**config.mk**
```make
export PLATFORM = sky130hd
export DESIGN_NAME = pong_game_ctrl_flat
export DESIGN_NICKNAME = d
export VERILOG_FILES = /design/src/rtl/pong_pkg.sv /design/src/rtl/pong_game_ctrl_if.sv /design/src/rtl/pong_game_ctrl_bcd_counter2.sv /design/src/rtl/pong_game_ctrl.sv /design/src/flat_wrapper.sv
export SDC_FILE = /design/constraint.sdc
export NUM_CORES = 1
export LEC_CHECK = 0
export BUFFER_PORTS_ARGS = -buffer_cell sky130_fd_sc_hd__buf_2
export CORE_MARGIN = 5
export CORE_UTILIZATION = 54
export DETAILED_ROUTE_END_ITERATION = 12
export HOLD_SLACK_MARGIN = 0.08
export PLACE_DENSITY = 0.78
export SLEW_MARGIN = 20
export SYNTH_ARGS = -nofsm -noshare
export SYNTH_HDL_FRONTEND = slang
export SYNTH_SLANG_ARGS = --single-unit
```
**constraint.sdc**
```tcl
create_clock -name clk -period 2.9 [get_ports clk]
set_input_delay 0.435 -clock clk [delete_from_list [all_inputs] [get_ports clk]]
set_output_delay 0.435 -clock clk [all_outputs]
set_load 0.05 [all_outputs]
```
**src/rtl/pong_pkg.sv**
```systemverilog
// ---------------------------------------------------------------------------
// pong_pkg
// Shared definitions for the Pong game sequencer and the text generator.
//   state_e          : game state codes, also exported as the debug state
//   TEXT_*           : overlay select codes consumed by the text generator
//   text_for_state() : maps a game state to its overlay select
// ---------------------------------------------------------------------------
package pong_pkg;

  typedef enum logic [1:0] {
    ST_NEWGAME = 2'd0,
    ST_PLAY    = 2'd1,
    ST_NEWBALL = 2'd2,
    ST_OVER    = 2'd3
  } state_e;

  localparam logic [1:0] TEXT_NONE  = 2'b00;
  localparam logic [1:0] TEXT_TITLE = 2'b01;
  localparam logic [1:0] TEXT_READY = 2'b10;
  localparam logic [1:0] TEXT_OVER  = 2'b11;

  function automatic logic [1:0] text_for_state(input state_e s);
    logic [1:0] sel;
    case (s)
      ST_NEWGAME: sel = TEXT_TITLE;
      ST_PLAY:    sel = TEXT_NONE;
      ST_NEWBALL: sel = TEXT_READY;
      default:    sel = TEXT_OVER;
    endcase
    return sel;
  endfunction

endpackage

```
**src/rtl/pong_game_ctrl_if.sv**
```systemverilog
// ---------------------------------------------------------------------------
// pong_game_ctrl_if
// Bundles the sequencer's event inputs and game outputs.
//   master : the side producing frame_tick / btn / hit / miss
//            (graphics datapath + debouncers, or a testbench)
//   slave  : the game sequencer itself
// Signals:
//   frame_tick  one-clk pulse per frame (start of vertical blanking)
//   btn[1:0]    debounced paddle buttons, level
//   hit, miss   one-clk pulses from the graphics datapath
//   gra_still   1 = graphics frozen, ball held at start position
//   ball_reset  one-clk pulse requesting ball re-centre
//   score_tens, score_ones  2-digit BCD score
//   balls_left  remaining balls
//   text_sel    overlay select
//   game_state  debug state code
// ---------------------------------------------------------------------------
interface pong_game_ctrl_if;

  logic       frame_tick;
  logic [1:0] btn;
  logic       hit;
  logic       miss;
  logic       gra_still;
  logic       ball_reset;
  logic [3:0] score_tens;
  logic [3:0] score_ones;
  logic [1:0] balls_left;
  logic [1:0] text_sel;
  logic [1:0] game_state;

  modport master (
    output frame_tick, btn, hit, miss,
    input  gra_still, ball_reset, score_tens, score_ones,
    input  balls_left, text_sel, game_state
  );

  modport slave (
    input  frame_tick, btn, hit, miss,
    output gra_still, ball_reset, score_tens, score_ones,
    output balls_left, text_sel, game_state
  );

endinterface

```
**src/rtl/pong_game_ctrl_bcd_counter2.sv**
```systemverilog
// ---------------------------------------------------------------------------
// bcd_counter2
// Two-digit BCD up-counter, 00..99 wrapping back to 00.
// Ports:
//   clk, reset  clock and asynchronous active-high reset (clears to 00)
//   clr         synchronous clear to 00, wins over inc
//   inc         count up by one
//   tens, ones  BCD digits, always within 0-9
// ---------------------------------------------------------------------------
module bcd_counter2 (
  input  logic       clk,
  input  logic       reset,
  input  logic       clr,
  input  logic       inc,
  output logic [3:0] tens,
  output logic [3:0] ones
);

  logic [3:0] tens_q, ones_q;

  // Ones digit carries into tens at 9; tens wraps to 0 at 9 so 99 -> 00.
  always_ff @(posedge clk or posedge reset) begin
    if (reset) begin
      tens_q <= 4'd0;
      ones_q <= 4'd0;
    end else if (clr) begin
      tens_q <= 4'd0;
      ones_q <= 4'd0;
    end else if (inc) begin
      if (ones_q == 4'd9) begin
        ones_q <= 4'd0;
        tens_q <= (tens_q == 4'd9) ? 4'd0 : tens_q + 4'd1;
      end else begin
        ones_q <= ones_q + 4'd1;
      end
    end
  end

  assign tens = tens_q;
  assign ones = ones_q;

endmodule

```
**src/rtl/pong_game_ctrl.sv**
```systemverilog
// ---------------------------------------------------------------------------
// pong_game_ctrl
// Game sequencer for Pong: runs the NEWGAME / PLAY / NEWBALL / OVER flow,
// keeps the score and ball count, freezes the graphics between rallies and
// selects the text overlay.
// Ports:
//   clk    system clock
//   reset  asynchronous active-high reset
//   bus    pong_game_ctrl_if.slave (events in, game status out)
// Parameters:
//   BALLS         balls per game
//   TIMER_FRAMES  frames waited in NEWBALL and OVER
//   TIMER_W       timer width, TIMER_FRAMES must fit
// ---------------------------------------------------------------------------
module pong_game_ctrl
  import pong_pkg::*;
#(
  parameter int BALLS        = 3,
  parameter int TIMER_FRAMES = 120,
  parameter int TIMER_W      = 8
) (
  input  logic             clk,
  input  logic             reset,
  pong_game_ctrl_if.slave  bus
);

  localparam logic [1:0]         BALLS_LOAD = 2'(BALLS);
  localparam logic [TIMER_W-1:0] TIMER_LOAD = TIMER_W'(TIMER_FRAMES);
  localparam logic [TIMER_W-1:0] TIMER_ONE  = {{(TIMER_W-1){1'b0}}, 1'b1};

  state_e             state_q, state_d;
  logic [TIMER_W-1:0] timer_q, timer_d;
  logic [1:0]         balls_q, balls_d;
  logic [1:0]         btn_q;
  logic               ball_reset_q, ball_reset_d;
  logic               gra_still_q;
  logic [1:0]         text_sel_q;
  logic               start;
  logic               score_clr, score_inc;
  logic [3:0]         tens_w, ones_w;

  // Only a fresh press counts, so a button held through a state change
  // cannot kick off play.
  assign start = |(bus.btn & ~btn_q);

  // Next-state logic for the game flow, ball counter and frame timer.
  always_comb begin
    state_d      = state_q;
    timer_d      = timer_q;
    balls_d      = balls_q;
    ball_reset_d = 1'b0;
    score_clr    = 1'b0;
    score_inc    = 1'b0;
    case (state_q)
      ST_NEWGAME: begin
        balls_d = BALLS_LOAD;
        if (start) begin
          state_d      = ST_PLAY;
          ball_reset_d = 1'b1;
          score_clr    = 1'b1;
        end
      end
      ST_PLAY: begin
        // A miss swallows a hit arriving in the same cycle.
        if (bus.miss) begin
          timer_d = TIMER_LOAD;
          if (balls_q > 2'd1) begin
            balls_d = balls_q - 2'd1;
            state_d = ST_NEWBALL;
          end else begin
            balls_d = 2'd0;
            state_d = ST_OVER;
          end
        end else if (bus.hit) begin
          score_inc = 1'b1;
        end
      end
      ST_NEWBALL: begin
        if (timer_q == '0) begin
          if (start) begin
            state_d      = ST_PLAY;
            ball_reset_d = 1'b1;
          end
        end else if (bus.frame_tick) begin
          timer_d = timer_q - TIMER_ONE;
        end
      end
      default: begin
        // Score stays on screen after returning to NEWGAME; it is only
        // cleared when the next game actually starts.
        if (timer_q == '0) begin
          state_d = ST_NEWGAME;
          balls_d = BALLS_LOAD;
        end else if (bus.frame_tick) begin
          timer_d = timer_q - TIMER_ONE;
        end
      end
    endcase
  end

  // State and registered outputs; the overlay and freeze flags are decoded
  // from the next state so they line up with state_q.
  always_ff @(posedge clk or posedge reset) begin
    if (reset) begin
      state_q      <= ST_NEWGAME;
      timer_q      <= '0;
      balls_q      <= BALLS_LOAD;
      btn_q        <= 2'b00;
      ball_reset_q <= 1'b0;
      gra_still_q  <= 1'b1;
      text_sel_q   <= TEXT_TITLE;
    end else begin
      state_q      <= state_d;
      timer_q      <= timer_d;
      balls_q      <= balls_d;
      btn_q        <= bus.btn;
      ball_reset_q <= ball_reset_d;
      gra_still_q  <= (state_d != ST_PLAY);
      text_sel_q   <= text_for_state(state_d);
    end
  end

  bcd_counter2 u_score (
    .clk   (clk),
    .reset (reset),
    .clr   (score_clr),
    .inc   (score_inc),
    .tens  (tens_w),
    .ones  (ones_w)
  );

  assign bus.gra_still  = gra_still_q;
  assign bus.ball_reset = ball_reset_q;
  assign bus.score_tens = tens_w;
  assign bus.score_ones = ones_w;
  assign bus.balls_left = balls_q;
  assign bus.text_sel   = text_sel_q;
  assign bus.game_state = state_q;

endmodule

```
**src/flat_wrapper.sv**
```systemverilog
// flat-port wrapper written by rule: the top's interface ports become plain ports
module pong_game_ctrl_flat import pong_pkg::*;
#(
  parameter int BALLS        = 3,
  parameter int TIMER_FRAMES = 120,
  parameter int TIMER_W      = 8
)
  (clk, reset, bus_frame_tick, bus_btn, bus_hit, bus_miss, bus_gra_still, bus_ball_reset, bus_score_tens, bus_score_ones, bus_balls_left, bus_text_sel, bus_game_state);
  pong_game_ctrl_if bus_i ();
  input  logic clk;
  input  logic reset;
  input wire logic [$bits(bus_i.frame_tick)-1:0] bus_frame_tick;
  input wire logic [$bits(bus_i.btn)-1:0] bus_btn;
  input wire logic [$bits(bus_i.hit)-1:0] bus_hit;
  input wire logic [$bits(bus_i.miss)-1:0] bus_miss;
  output wire logic [$bits(bus_i.gra_still)-1:0] bus_gra_still;
  output wire logic [$bits(bus_i.ball_reset)-1:0] bus_ball_reset;
  output wire logic [$bits(bus_i.score_tens)-1:0] bus_score_tens;
  output wire logic [$bits(bus_i.score_ones)-1:0] bus_score_ones;
  output wire logic [$bits(bus_i.balls_left)-1:0] bus_balls_left;
  output wire logic [$bits(bus_i.text_sel)-1:0] bus_text_sel;
  output wire logic [$bits(bus_i.game_state)-1:0] bus_game_state;
  assign bus_i.frame_tick = bus_frame_tick;
  assign bus_i.btn = bus_btn;
  assign bus_i.hit = bus_hit;
  assign bus_i.miss = bus_miss;
  assign bus_gra_still = bus_i.gra_still;
  assign bus_ball_reset = bus_i.ball_reset;
  assign bus_score_tens = bus_i.score_tens;
  assign bus_score_ones = bus_i.score_ones;
  assign bus_balls_left = bus_i.balls_left;
  assign bus_text_sel = bus_i.text_sel;
  assign bus_game_state = bus_i.game_state;
  pong_game_ctrl #(.BALLS(BALLS), .TIMER_FRAMES(TIMER_FRAMES), .TIMER_W(TIMER_W)) u_core (.clk(clk), .reset(reset), .bus(bus_i));
endmodule
```
==> results.json <==
{
  "crit_top_cell": "ha_1",
  "hold_viol": 0,
  "fin_crit_ns": 2.571,
  "critPathTopFamily": "simple AND/OR/NAND/NOR gates",
  "num_vias": 1077,
  "viasPerCell": 5.729,
  "crit_slowest_cell": "nor3b_1",
  "dieArea_sq_um": 3558,
  "cts_resized": 0,
  "critical_path.max_stage_delay_ns": 0.42,
  "cp_num_buf_inv": 1,
  "p_leak_nw": 0.6944,
  "whs_ns": 0.1649,
  "numCtsBuffers": 3,
  "skew_ns": 0.008575,
  "diodes": 0,
  "outcome": "complete, no violations",
  "syn_inst": 134,
  "fin_nets": 170,
  "syn_nets": 145,
  "synth_top_cell_area_share_pct": 41.35,
  "drt_iter0_drc": 51,
  "synth-compound-area-share_pct": 14.94,
  "cts_buffer_depth": 2,
  "rsz0062_at_grt": "false",
  "min_period_over_period_pct": 88.67,
  "ir_drop_v": 0.0007183,
  "track_usage_pct": 17.13,
  "core_area_sq_um": 2410,
  "die_h_um": 59.65,
  "wl_um": 2740,
  "io_pins": 23,
  "num-fill-cells": 211,
  "min_path_type": "input port to async pin",
  "cap_violations": 0,
  "r2r_slack_ns": 0.33,
  "postCtsSetupBuffers": 0,
  "wl_per_cell_um": 14.57,
  "start_kind": "register",
  "grt_pass1_wl_um": 4712,
  "crit_fanout": 5,
  "synthMuxAreaShare_pct": 0.7519,
  "multi_input_area_sq_um": 630.6,
  "synthDistinctLibCells": 40,
  "ys_seq_area_share_pct": 49.25,
  "fmax_mhz": 388.9,
  "power_density_nw_per_um2": 934.2,
  "crit_type": "register to register",
  "gp_congestion": 0.8224,
  "cts_sinks": 26,
  "io_buffers": 22,
  "synth_fa_ha_area_share_pct": 3.759,
  "slew_headroom_pct": 37.94,
  "clkTransAtPathRegs_ns": 0.14,
  "yosysTopAreaCell": "dfrtp_1",
  "syn_area_per_cell_sq_um": 9.935,
  "yosys.area_share.simple_pct": 23.97,
  "end_kind": "register",
  "tns_ns": 0,
  "post_layout_nonfiller_instances": 188,
  "rows": 18,
  "synth_xor_area_share_pct": 3.947,
  "place_inst": 184,
  "crit_chain": "inv_1 > ha_1 > nor3b_1 > nand2_1 > and3_1 > or3_1 > ha_1 > or2_2",
  "synth_top_family_by_area": "simple AND/OR/NAND/NOR gates",
  "grt.overflow.total": 0,
  "drt_first_pass_iters": 4,
  "synth_area_sq_um": 1331,
  "clockRootBuffer": "clkbuf_4",
  "slew_violations": 0,
  "die_w_um": 59.65,
  "tightestPinTransition_ns": 0.9252,
  "layout_common_cells": "buf_2, dfrtp_1, nand2_1, nor2_1",
  "grt_pass1_vias": 1043,
  "ant_nets": 0,
  "start_util_pct": 55.24,
  "ctsHoldBuffers": 0,
  "drive_gt1_share_pct": 24.68,
  "dpl.hpwl_um": 1998,
  "route.detailed.drc": 0,
  "grt_max_degree": 27,
  "ys_warn_count": 0,
  "seqCellArea_sq_um": 655.6,
  "synth_seq_cells": 26,
  "cts_max_level": 1,
  "antenna_found_initial": 0,
  "finalSetupViolations": 0,
  "synthTopCellsByArea": "dfrtp_1, dfstp_2, ha_1",
  "required_ns": 3.12,
  "area_growth_pct": 12.97,
  "worstPathArrival_ns": 2.80,
  "clk-insertion-delay-late_ns": 0.33,
  "tritoncts": "done"
}
cell usage after synthesis:
| library cell | n |
|---|---|
| nor2b_1 | 5 |
| and4bb_4 | 1 |
| or4_1 | 1 |
| a31oi_1 | 1 |
| nand3_1 | 6 |
| xor2_1 | 3 |
| a22oi_1 | 1 |
| a21oi_1 | 6 |
| mux2i_1 | 1 |
| a21boi_0 | 1 |
| nand2_1 | 13 |
| dfrtp_1 | 22 |
| nor3b_1 | 1 |
| nor2_1 | 9 |
| buf_4 | 1 |
| dfstp_2 | 4 |
| nand2b_1 | 2 |
| xnor2_1 | 3 |
| and4b_1 | 1 |
| or3_2 | 2 |
| a21bo_2 | 1 |
| nor4_2 | 2 |
| o2111ai_1 | 1 |
| nand4_1 | 2 |
| clkbuf_1 | 1 |
| and2_1 | 2 |
| ha_1 | 4 |
| a21o_1 | 3 |
| o22ai_1 | 1 |
| nand3_2 | 1 |
| or3_1 | 2 |
| o21ai_0 | 8 |
| or4_4 | 1 |
| o31ai_1 | 3 |
| and3_1 | 1 |
| o211ai_1 | 4 |
| inv_1 | 9 |
| nor3_1 | 2 |
| a211oi_1 | 1 |
| or2_2 | 1 |
report_power, final:
| group | total (mW) | leakage [nW] | internal [mW] | switching [mW] |
|---|---|---|---|---|
| Clock | 0.186 | 0.0210 | 0.0769 | 0.110 |
| Combinational | 0.598 | 0.360 | 0.188 | 0.410 |
| Sequential | 0.621 | 0.313 | 0.484 | 0.137 |
| Total | 1.41 | 0.694 | 0.749 | 0.656 |
stage by stage:
| step | total power [mW] | utilization [%] | instance area [sq um] | setup WS, ns |
|---|---|---|---|---|
| after floorplan | 1.087 | - | 1331 | 0.5775 |
| after global placement | 1.200 | 60.90 | 1468 | 0.5088 |
| after detailed placement | 1.225 | 60.90 | 1468 | 0.3528 |
| after CTS | 1.411 | 62.41 | 1504 | 0.3488 |
| after global routing | 1.510 | 62.41 | 1504 | 0.1874 |
| final | 1.405 | 62.41 | 1504 | 0.3285 |
state kept, by name (all words and copies together), names as in the netlist:
signal	flops
u_core.btn_q	2
u_core.u_score.ones	4
u_core.bus.text_sel	2
u_core.bus.game_state	2
u_core.timer_q	8
u_core.bus.gra_still	1
u_core.u_score.tens	4
u_core.bus.balls_left	2
u_core.bus.ball_reset	1
per-layer routing:
layer  GRT usage, %  vias to the layer above  wire length [um]
li1               -                      520                 -
met1          23.29                      524              1230
met2          28.40                       26              1319
met3          2.376                        7               147
met4          5.063                        0                43
met5              0                        -                 0
worst paths after layout:
kind	startpoint	to	cells after the start
min in group clk	bus_btn[0]	u_core.btn_q[0]	1
worst max-delay path	u_core.timer_q[0]	u_core.bus.text_sel[1]	8
worst min-delay path	reset	u_core.u_score.tens[3]	2
worst min register to register	u_core.bus.balls_left[1]	u_core.bus.balls_left[1]	2
max in group asynchronous	reset	u_core.bus.game_state[0]	2
worst max register to register	u_core.timer_q[0]	u_core.bus.text_sel[1]	8
layout make-up:
class	count	share of cell area (%)
Multi-Input combinational cell	97	41.93
Clock buffer	4	2.413
Tap cell	30	2.496
Sequential cell	26	43.59
Timing Repair Buffer	22	7.321
Inverter	9	2.246
cells by family (layout without fill, tap and decap cells):
group | count (synthesis) | count (layout)
AOI/OAI and AO/OA | 31 | 31
xor gates and xnor gates | 6 | 6
adders and majority gates | 4 | 4
buffers and inverters | 11 | 35
DFF | 26 | 26
muxes | 1 | 1
and+or+nand+nor | 55 | 55
worst reg2reg max path: stages, from the launching register on:
cell     delay (ns)
dfrtp_1        0.39
inv_1          0.10
ha_1           0.20
nor3b_1        0.42
nand2_1        0.21
and3_1         0.24
or3_1          0.42
ha_1           0.21
or2_2          0.28
(Power assumes the default switching activity.)
